### src/rtl/tlx_lane_training_monitor.sv
// Multi-lane TLX training monitor.
// Each lane hunts for TRAIN_PATTERN on its forward serial bit, aligns to it,
// qualifies alignment over LOCK_PERIODS clean pattern periods, and then holds
// lock while it keeps checking. Bit errors after alignment are counted in a
// saturating per-lane counter. Once a lane is locked, its reverse bit either
// echoes the forward bit or regenerates the pattern in phase with it.
module tlx_lane_training_monitor #(
   parameter int                         NUM_LANES     = 4,
   parameter int                         PATTERN_WIDTH = 16,
   parameter logic [PATTERN_WIDTH-1:0]   TRAIN_PATTERN = 16'h5A3C,
   parameter int                         LOCK_PERIODS  = 4,
   parameter int                         ERR_W         = 8,
   parameter int                         REV_MODE      = 0
) (
   input  logic                         CLK,
   input  logic                         RESET,
   input  logic [NUM_LANES-1:0]         OE,
   input  logic                         ERR_CLR,
   input  logic [NUM_LANES-1:0]         FWD_DATA_IN,
   input  logic [NUM_LANES-1:0]         REV_DATA_IN,
   output logic [NUM_LANES-1:0]         REV_DATA_OUT,
   output logic [NUM_LANES-1:0]         LOCKED,
   output logic                         ALL_LOCKED,
   output logic [NUM_LANES*ERR_W-1:0]   ERR_CNT
);

   localparam int                   PHASE_W  = (PATTERN_WIDTH > 1) ? $clog2(PATTERN_WIDTH) : 1;
   localparam logic [PHASE_W-1:0]   PH_LAST  = PHASE_W'(PATTERN_WIDTH - 1);
   localparam logic [7:0]           PER_LAST = 8'(LOCK_PERIODS - 1);

   typedef enum logic [1:0] {
      S_IDLE  = 2'd0,
      S_HUNT  = 2'd1,
      S_CHECK = 2'd2,
      S_LOCK  = 2'd3
   } state_t;

   // Saturating increment: the counter sticks at all-ones instead of wrapping.
   function automatic logic [ERR_W-1:0] sat_inc(input logic [ERR_W-1:0] v);
      return (&v) ? v : v + ERR_W'(1);
   endfunction

   logic all_locked_p1;

   for (genvar i = 0; i < NUM_LANES; i++) begin : g_lane
      state_t                   state_q;
      state_t                   state_d;
      logic [PATTERN_WIDTH-1:0] sr_q;
      logic [PATTERN_WIDTH-1:0] sr_shift;
      logic [PHASE_W-1:0]       phase_q;
      logic [7:0]               per_q;
      logic [ERR_W-1:0]         err_q;
      logic                     rev_p1;
      logic                     lane_locked;
      logic                     hit;
      logic                     mism;
      logic                     wrap;
      logic                     checking;
      logic                     err_evt;

      // Per-lane decode: candidate shift value, pattern hit, bit compare, phase wrap.
      always_comb begin
         sr_shift = {FWD_DATA_IN[i], sr_q[PATTERN_WIDTH-1:1]};
         hit      = (sr_shift == TRAIN_PATTERN);
         mism     = (FWD_DATA_IN[i] != TRAIN_PATTERN[phase_q]);
         wrap     = (phase_q == PH_LAST);
         // Comparison only counts once aligned, and never in the cycle OE drops.
         checking = OE[i] && ((state_q == S_CHECK) || (state_q == S_LOCK));
         err_evt  = checking && mism;
      end

      // Lane state register.
      always_ff @(posedge CLK) begin
         if (RESET) state_q <= S_IDLE;
         else       state_q <= state_d;
      end

      // Lane next-state: OE low forces IDLE from anywhere.
      always_comb begin
         state_d = state_q;
         if (!OE[i]) begin
            state_d = S_IDLE;
         end else begin
            case (state_q)
               S_IDLE:  state_d = S_HUNT;
               S_HUNT:  if (hit) state_d = S_CHECK;
               S_CHECK: begin
                  if (mism)                               state_d = S_HUNT;
                  else if (wrap && (per_q == PER_LAST))   state_d = S_LOCK;
               end
               S_LOCK:  if (mism) state_d = S_HUNT;
               default: state_d = S_IDLE;
            endcase
         end
      end

      // Lane outputs decoded from the registered state only.
      always_comb begin
         lane_locked = (state_q == S_LOCK);
      end

      // Alignment datapath: shift register while hunting, phase/period while checking.
      always_ff @(posedge CLK) begin
         if (RESET) begin
            sr_q    <= '0;
            phase_q <= '0;
            per_q   <= '0;
         end else begin
            sr_q <= (OE[i] && (state_q == S_HUNT)) ? sr_shift : '0;
            if (checking && !mism) begin
               phase_q <= wrap ? '0 : phase_q + PHASE_W'(1);
               per_q   <= (state_q == S_CHECK && wrap) ? per_q + 8'd1 : per_q;
            end else begin
               phase_q <= '0;
               per_q   <= '0;
            end
         end
      end

      // Saturating error counter; a clear beats a simultaneous error.
      always_ff @(posedge CLK) begin
         if (RESET || ERR_CLR) err_q <= '0;
         else if (err_evt)     err_q <= sat_inc(err_q);
      end

      // Reverse lane: pass-through until locked, then echo or regenerate.
      always_ff @(posedge CLK) begin
         if (RESET)                  rev_p1 <= 1'b0;
         else if (state_q == S_LOCK) rev_p1 <= (REV_MODE != 0) ? TRAIN_PATTERN[phase_q]
                                                               : FWD_DATA_IN[i];
         else                        rev_p1 <= REV_DATA_IN[i];
      end

      assign LOCKED[i]                   = lane_locked;
      assign REV_DATA_OUT[i]             = rev_p1;
      assign ERR_CNT[i*ERR_W +: ERR_W]   = err_q;
   end

   // Aggregate lock over enabled lanes, registered one cycle behind LOCKED.
   always_ff @(posedge CLK) begin
      if (RESET) all_locked_p1 <= 1'b0;
      else       all_locked_p1 <= (|OE) && (&(LOCKED | ~OE));
   end

   assign ALL_LOCKED = all_locked_p1;

endmodule

### config.mk
export PLATFORM = sky130hd
export DESIGN_NAME = tlx_lane_training_monitor
export DESIGN_NICKNAME = d
export VERILOG_FILES = /design/src/rtl/tlx_lane_training_monitor.sv
export SDC_FILE = /design/constraint.sdc
export NUM_CORES = 1
export LEC_CHECK = 0
export ABC_AREA = 1
export CAP_MARGIN = 20
export CORE_ASPECT_RATIO = 0.9
export CORE_MARGIN = 1
export CORE_UTILIZATION = 63
export DETAILED_ROUTE_END_ITERATION = 10
export DONT_BUFFER_PORTS = 1
export GPL_TIMING_DRIVEN = 1
export PLACE_DENSITY = 0.79
export SKIP_LAST_GASP = 1
export SYNTH_ARGS = -nofsm -noshare
export SYNTH_HDL_FRONTEND = slang
export SYNTH_SLANG_ARGS = --single-unit
### constraint.sdc
create_clock -name CLK -period 1.6 [get_ports CLK]
set_input_delay 0.24 -clock CLK [delete_from_list [all_inputs] [get_ports CLK]]
set_output_delay 0.24 -clock CLK [all_outputs]
set_load 0.01 [all_outputs]
==> metrics.txt <==
post-synth top area share=between 40 and 50%; core area=approximately 11000 µm²; Placed Cells=1172; RSZ-0062 raised after global routing=yes; Area Growth Syn to Fin=18.0%; GR Util All Layers=around 25%; layout cells sized above 1=between 10% and 20%; Crit Path Max Fanout=3; TNS Setup=0 ns; DRT iter0 DRCs=305; Post-Syn Instances=slightly below 1000; status=finished clean; final-report hold violation count=0; Worst-path clk slew=approximately 0.060 ns; Initial Util=65.4%; CP bufs+invs=0; n_diodes=0; CP required=roughly 1.9 ns; Async S/R FF share, synth=0%; row count=36; CTS buffer count=17; Hold Path Class=input pin to register; DP Area=roughly 7600 µm²; Avg WL per Cell=approximately 11 µm; crit-path cells=ha_2 > nand2_2 > nor2_4 > nand3_1 > nand2_2 > nand2_1 > nor2_2 > nor2_1 > nor2_1; nets=about 1100; die width=approximately 110 µm; Yosys warnings=0; iteration count of the initial detailed-routing pass=4; Post-Layout Cell Count=about 1200; Largest stage delay, worst path=~0.35 ns; Fmax=around 0.65 GHz; leading area contributor after synthesis=dfxtp_1; clock buffer depth=2; ys flop type=dfxtp_1; Worst IR Drop VDD=1170 µV; Avg Cell Area, Syn=7.24 µm²; Final setup viols=0; EDFF count, synth=0; final count of pins violating max slew=0; Setup crit end kind=register; Synth cell types=39; CP startpoint kind=register; Slew @ Worst Pin=between 0.5 and 0.6 ns; first-pass GRT wire length=between 20000 and 25000 µm; vias in the first global route=5480; PwrDens=between 900 and 1000 nW/µm²; CTS H-tree depth=4; I/O Pins=56; class of the most critical setup path=register to register; min Tclk post-route=about 1.5 ns; final core utilization=just under 80%; count leader, synth=nand2_1; Finished Cell Area=approximately 8500 µm²; top cells by count, synth=nand2_1, inv_1, dfxtp_1; Slew headroom=around 63%; static leakage=3.53 nW; syn nets=around 1000; # Max-Cap Violations=0; vias post-DR=a little under 6000; Area contributors post-synth=dfxtp_1, nand2_1, inv_1; Layout Skew=0.00456 ns; Final period util=96.3%; Seq/Total Area, Yosys=a little over two fifths; routability cong.=around 0.80; CP arrival=between 1.5 and 2 ns; crit-path leading delay family=simple AND/OR/NAND/NOR gates; DRT Wirelength=14000 µm; largest net degree at the start of global routing=17; Routed Antenna Nets=0; final routed DRC violation total=0; Slowest cell on crit path=dfxtp_2; initial antenna violation count=0; global route total overflow=0; CTS root buf=clkbuf_16; via-per-instance ratio=slightly below 5; PortBufs=0; Reg2Reg Setup Slack=0.06 ns; final HPWL from detailed placement=~9700 µm; Clock Sink Count=between 150 and 200; Netlist Area Pre-Place=about 7200 µm²; CTS tree=done; flops & latches, synth=157; worst skew pair latency=about 0.42 ns; die height=between 100 and 150 µm; die area=11800 µm²
through the flow:
step                hold slack [ns]  setup slack, ns  total power, mW
global route                 0.0404          -0.0405             8.66
global placement              0.360          0.00634             4.28
detailed placement            0.358          -0.0587             4.28
CTS                          0.0194          0.00934             8.44
finish                       0.0322           0.0594             8.40
floorplan                     0.319            0.109             4.22
path summary, 6_finish.rpt:
check / startpoint / to / depth (start not counted)
worst min-delay path: ERR_CLR / g_lane[1].err_q[3] / 3
worst max register to register: g_lane[3].phase_q[0] / g_lane[3].state_q[1] / 9
worst min register to register: g_lane[2].sr_q[6] / g_lane[2].sr_q[5] / 2
worst max-delay path: g_lane[3].phase_q[0] / g_lane[3].state_q[1] / 9
worst register-to-register path, cell delays in order (launching register included):
cell and delay, ns:
dfxtp_2 0.35, ha_2 0.20, nand2_2 0.09, nor2_4 0.18, nand3_1 0.14, nand2_2 0.11, nand2_1 0.07, nor2_2 0.11
nor2_1 0.06, nor2_1 0.14
what timing repair did:
item                       CTS  global route
setup endpoints to repair    2            45
cloned                       0             0
gates resized for setup      1            43
hold buffers                 8             0
setup buffers                0             7
pin swaps                    0            14
hold endpoints to repair     9             0
cell usage in the layout, fill, tap and decap left out, drive strengths merged, types with 4 or more instances in the layout:
master and count:
nand2 228, inv 195, nor2 166, dfxtp 157, a21oi 54, buf 49
nand3 42, o21ai 33, ha 28, clkbuf 25, nor3 21, nand4 16
xor2 15, dlygate4sd3 8, xnor2 8, bufinv 4, clkinv 4
registers in the layout (all words and copies together) (netlist names), named ones only:
register and count:
g_lane.rev_p1 4, g_lane.phase_q 16, g_lane.per_q 32, g_lane.state_q 8, ALL_LOCKED 1, g_lane.err_q 32
g_lane.sr_q 60
where the power goes:
part	total [mW]	switching, mW	internal [mW]
Sequential	3.95	0.0171	3.93
Clock	4.16	1.48	2.69
Combinational	0.283	0.174	0.109
area by class of cell:
cell class / instances / area (µm²)
Clock buffer: 25 / 475
Clock inverter: 7 / 135
Fill cell: 814 / 2500
Inverter: 196 / 741
Multi-Input combinational cell: 625 / 3340
Sequential cell: 157 / 3150
Tap cell: 152 / 190
Timing Repair Buffer: 57 / 452
layer usage:
metal  global-route usage [%]  wire length (µm)  vias to the layer above
met5                        0                 0                        -
met4                     9.59               231                        0
met3                     6.93               637                       21
met2                     43.2              6830                       83
met1                     29.0              6310                     2677
li1                         -                 -                     3159
cells by family (layout without fill, tap and decap cells):
kind of cell    Yosys count  count (layout)  share of synthesized area (%)
flops                   157             157                           43.7
compound gates           91              91                           6.72
fa+ha+maj                28              28                           4.87
xor+xnor                 23              23                           2.91
simple gates            483             483                           30.1
buf+inv                 212             285                           11.7
Power figures use the tool's default switching activity.
